File: config.mk
export PLATFORM = sky130hd
export DESIGN_NAME = tx_gearbox
export DESIGN_NICKNAME = d
export VERILOG_FILES = /design/src/rtl/tx_gearbox.sv
export SDC_FILE = /design/constraint.sdc
export NUM_CORES = 1
export LEC_CHECK = 0
export BUFFER_PORTS_ARGS = -buffer_cell sky130_fd_sc_hd__buf_2
export CAP_MARGIN = 20
export CORE_MARGIN = 2
export CORE_UTILIZATION = 53
export CTS_CLUSTER_DIAMETER = 60
export DETAILED_ROUTE_END_ITERATION = 8
export PLACE_DENSITY = 0.78
export SYNTH_ARGS = -nofsm -noshare
export SYNTH_HDL_FRONTEND = slang
export SYNTH_SLANG_ARGS = --single-unit
File: constraint.sdc
create_clock -name i_clk -period 2.8 [get_ports i_clk]
set_input_delay 0.14 -clock i_clk [delete_from_list [all_inputs] [get_ports i_clk]]
set_output_delay 0.14 -clock i_clk [all_outputs]
set_load 0.005 [all_outputs]
File: src/rtl/tx_gearbox.sv
// ---------------------------------------------------------------------------
// tx_gearbox
//
// 64b/66b transmit gearbox. The source delivers each 66-bit block as two
// 32-bit half-blocks, with the sync header on the first half. The gearbox
// repacks the resulting 66-bit stream into 32-bit words for the transceiver.
// Bit 0 of every word goes on the line first.
//
// A frame is 16 blocks, which is 32 half-block transfers and 1056 bits. That
// fills exactly 33 output words, so after transfer 31 there is one pause
// cycle. In that cycle the source is held off and the 32 leftover bits are
// sent.
//
// Ports
//   i_clk            : clock, rising edge
//   i_reset_n        : synchronous active-low reset
//   i_tx_data        : half-block payload (first half = block[31:0])
//   i_tx_sync_hdr    : sync header, only looked at on first halves
//   i_tx_data_valid  : source has a half-block available
//   o_tx_ready       : a half-block can be accepted this cycle
//   o_tx_data        : serial word to the transceiver
//   o_tx_data_valid  : o_tx_data holds a new word
//   o_hdr_err        : pulse for a 2'b00 / 2'b11 header on an accepted first half
// ---------------------------------------------------------------------------
module tx_gearbox #(
    parameter int DATA_WIDTH = 32,
    parameter int HDR_WIDTH  = 2
) (
    input  logic                  i_clk,
    input  logic                  i_reset_n,
    input  logic [DATA_WIDTH-1:0] i_tx_data,
    input  logic [HDR_WIDTH-1:0]  i_tx_sync_hdr,
    input  logic                  i_tx_data_valid,
    output logic                  o_tx_ready,
    output logic [DATA_WIDTH-1:0] o_tx_data,
    output logic                  o_tx_data_valid,
    output logic                  o_hdr_err
);

    localparam int          SEQ_W     = 6;
    localparam int          CW        = 2 * DATA_WIDTH;  // widest combined vector
    localparam logic [SEQ_W-1:0] SEQ_PAUSE = 6'd32;

    logic [SEQ_W-1:0]      seq_q, seq_d;
    logic [DATA_WIDTH-1:0] residual_q, residual_d;
    logic [DATA_WIDTH-1:0] data_q, data_d;
    logic                  valid_q, valid_d;
    logic                  hdr_err_q, hdr_err_d;

    logic                  pause;
    logic                  xfer;
    logic                  first_half;
    logic [SEQ_W-1:0]      fill;
    logic [CW-1:0]         incoming;
    logic [CW-1:0]         combined;

    always_comb begin
        pause      = (seq_q == SEQ_PAUSE);
        xfer       = i_tx_data_valid && !pause;
        first_half = !seq_q[0];

        // The residual fill is not stored. It follows from seq as
        // 2*ceil(seq/2): an even seq gives seq bits, an odd seq gives seq+1.
        fill = first_half ? seq_q : seq_q + 6'd1;

        // First halves carry the header in the low bits.
        if (first_half)
            incoming = {{(CW-DATA_WIDTH-HDR_WIDTH){1'b0}}, i_tx_data, i_tx_sync_hdr};
        else
            incoming = {{(CW-DATA_WIDTH){1'b0}}, i_tx_data};

        // Residual bits above the fill are always zero, so an OR is enough to
        // merge them. The largest fill + incoming width is 64, so nothing is
        // lost off the top.
        combined = (incoming << fill) | {{(CW-DATA_WIDTH){1'b0}}, residual_q};

        seq_d      = seq_q;
        residual_d = residual_q;
        data_d     = data_q;
        valid_d    = 1'b0;
        hdr_err_d  = 1'b0;

        if (pause) begin
            // The residual holds exactly 32 bits here. Send it and start a
            // new frame with an empty residual.
            data_d     = residual_q;
            residual_d = '0;
            seq_d      = '0;
            valid_d    = 1'b1;
        end else if (xfer) begin
            data_d     = combined[DATA_WIDTH-1:0];
            residual_d = combined[CW-1:DATA_WIDTH];
            seq_d      = seq_q + 6'd1;
            valid_d    = 1'b1;
            // 2'b00 and 2'b11 are the invalid headers: both bits are equal.
            hdr_err_d  = first_half && (i_tx_sync_hdr[0] == i_tx_sync_hdr[1]);
        end
    end

    always_ff @(posedge i_clk) begin
        if (!i_reset_n) begin
            seq_q      <= '0;
            residual_q <= '0;
            data_q     <= '0;
            valid_q    <= 1'b0;
            hdr_err_q  <= 1'b0;
        end else begin
            seq_q      <= seq_d;
            residual_q <= residual_d;
            data_q     <= data_d;
            valid_q    <= valid_d;
            hdr_err_q  <= hdr_err_d;
        end
    end

    assign o_tx_ready      = !pause;
    assign o_tx_data       = data_q;
    assign o_tx_data_valid = valid_q;
    assign o_hdr_err       = hdr_err_q;

endmodule

==> metrics.cfg <==
[outcome]
status=complete, no violations

[synthesis]
synth_cell_types=59
ys_ff_latch=72
synth_nets=717
yosys_warnings=0
synthArstFlopShare=0
synth_area_leaders=dfxtp_1 27%, mux2i_1 17%, a21oi_1 7.4%, o21ai_0 7.3%, nor2_1 3.4%
syn_area_mm2=0.00535
postSynthAreaPerCell_um2=7.89
synth_edf_count=0
synth_ff_type=dfxtp_1
synth_top_cell_area_share=0.269
synthCells=678
ys_seq_area_frac=0.269
synth_top_area_cell=dfxtp_1

[cts]
cts_setup_buffers=0
cts_resized=0
clkLatencyLatePin_ps=370
cts_hold_buf=0
htreeDepth=3
ctsLongestPathBuffers=2
tritoncts=yes
cts.clk_slew.worst_paths_ps=80
cts.sinks=72
numCtsBuffers=9
clock-root-buffer=clkbuf_8

[hold_path]
min_path_cells=3
min_path_type=in2reg

[route]
wl_um=19000
wl_per_cell_um=21.6
drcViolationCount=0
viasPerCell=6.63
vias=5832
drt_iter0_markers=624
first_pass_iters=6
postRouteAntennaNets=0

[global_route]
grt_pass1_vias=5631
grt_usage=0.344
antenna_found_initial=0
grt_pass1_wl_um=29700
grt_max_degree=52
grt-ovfl-total=0

[sta]
fin_crit_sh=0.954
setup_tns_ps=0
finalHoldViolCount=0
finalMaxSlewViolations=0
holdWs_ps=200
worst_clock_skew_ps=11.0
layout_min_cycle_time_ps=2670
setup_viol=0
fmax_mhz=374
worst_pin_slew_ps=1030
slew_headroom=0.314
rsz0062_at_grt=false

[critical_path]
worst_setup_path_end_kind=register
path_max_fanout=33
critPathRequiredTime_ps=3050
reg2reg_depth=9
critPathKind=reg2reg
cp.arrival_ps=2920
start_kind=register

[die]
ios=72
coreArea_mm2=0.00977
dieArea_mm2=0.0109
rows=36
initial_utilization=0.547
die_w_um=104
die_y_um=104

[placed_design]
hpwl_um=13800
io_buffers=71
gp_congestion=1.02

[layout]
final_common_cell=mux2i_1
syn_to_final_growth_pct=16.2
drive_above_1_share=0.229
antennaDiodeCount=0
nets=781
layout_common_cells=88 x mux2i_1, 79 x a21oi_1, 78 x o21ai_0, 71 x buf_2, 71 x dfxtp_1

[power]
p_leak_nw=2.58
power.density_mw_per_mm2=508
vdd_drop_max_mv=0.391

[run]
cap_violations=0

==> per-stage QoR <==
stage	std cells	utilization	instance area (um^2)	setup WS (ps)	total power [mW]
floorplan	678	-	5390	20.0	1.88
global placement	864	0.613	5990	196	2.20
detailed placement	864	0.613	5990	169	2.21
CTS	880	0.635	6210	154	3.14
global route	880	0.636	6220	1.18	3.30
finish	880	0.636	6220	129	3.16
==> cell usage after synthesis (2+ instances only) <==
cell	instances
o221ai_1	3
nor4_1	11
o22ai_1	9
mux2_2	9
nand4_1	5
mux4_2	7
ha_1	2
o211ai_1	4
or2_2	2
and2_1	7
a22oi_1	9
a21oi_1	79
mux2i_1	89
clkbuf_1	37
and3_1	5
a211oi_1	9
xor2_1	7
xnor2_1	4
dfxtp_1	72
nand3_1	12
buf_4	2
o31ai_1	5
a31oi_1	26
nor3_1	20
nand2b_1	3
buf_6	6
nand3b_1	4
mux2_4	2
a221oi_1	6
or3_1	4
buf_2	19
o2bb2ai_1	3
nor2_1	48
buf_1	3
o21ai_0	78
nand2_1	44
==> cell families after synthesis <==
| family | share of synthesized area |
|---|---|
| DFF | 0.269 |
| buffers and inverters | 0.0634 |
| and+or+nand+nor | 0.151 |
| xor gates and xnor gates | 0.0180 |
| AOI/OAI and AO/OA | 0.273 |
| adders and majority gates | 0.00468 |
| muxes | 0.220 |
==> path summary, 6_finish.rpt <==
check | from | to | slack [ps]
max | seq_q[0]$_SDFFE_PP0N_ | o_tx_data[31]$_SDFFE_PN0P_ | 130
min | i_tx_data_valid | seq_q[1]$_SDFFE_PP0N_ | 200
max reg2reg | seq_q[0]$_SDFFE_PP0N_ | o_tx_data[31]$_SDFFE_PN0P_ | 130
min reg2reg | o_tx_data[27]$_SDFFE_PN0P_ | o_tx_data[27]$_SDFFE_PN0P_ | 480
==> worst max-delay path, cell delays in order (launching register included) <==
cell and delay (ps):
dfxtp_2 380, inv_2 50, ha_2 360, buf_12 220
mux2i_1 280, mux2i_1 200, mux4_2 540, mux2_2 290
a21oi_1 140, a21oi_1 70
==> per-layer routing <==
layer | global-route usage | wire length (um) | up-vias
li1 | - | - | 2683
met1 | 0.414 | 7500 | 2772
met2 | 0.577 | 9010 | 304
met3 | 0.0714 | 1560 | 73
met4 | 0.177 | 922 | 0
met5 | 0 | 0 | -
==> flip-flops by register name, summed over array words and instances, names as in the netlist <==
name             flops
o_tx_data           32
o_hdr_err            1
o_tx_data_valid      1
residual_q          32
seq_q                6
==> area by class of cell <==
class	count	area [um^2]
clock buffers	11	141
clock inverters	5	80.1
fillers	905	3550
inverters	3	11.3
multi-input cells	536	3610
flip-flops and latches	72	1440
well taps	133	166
repair buffers	120	773
==> report_power, final <==
| part | internal (mW) | switching, mW | total [mW] |
|---|---|---|---|
| Combinational | 0.438 | 0.647 | 1.09 |
| Sequential | 1.10 | 0.0378 | 1.14 |
| Clock | 0.524 | 0.415 | 0.940 |
No activity file was read; power rests on OpenSTA's default activity.
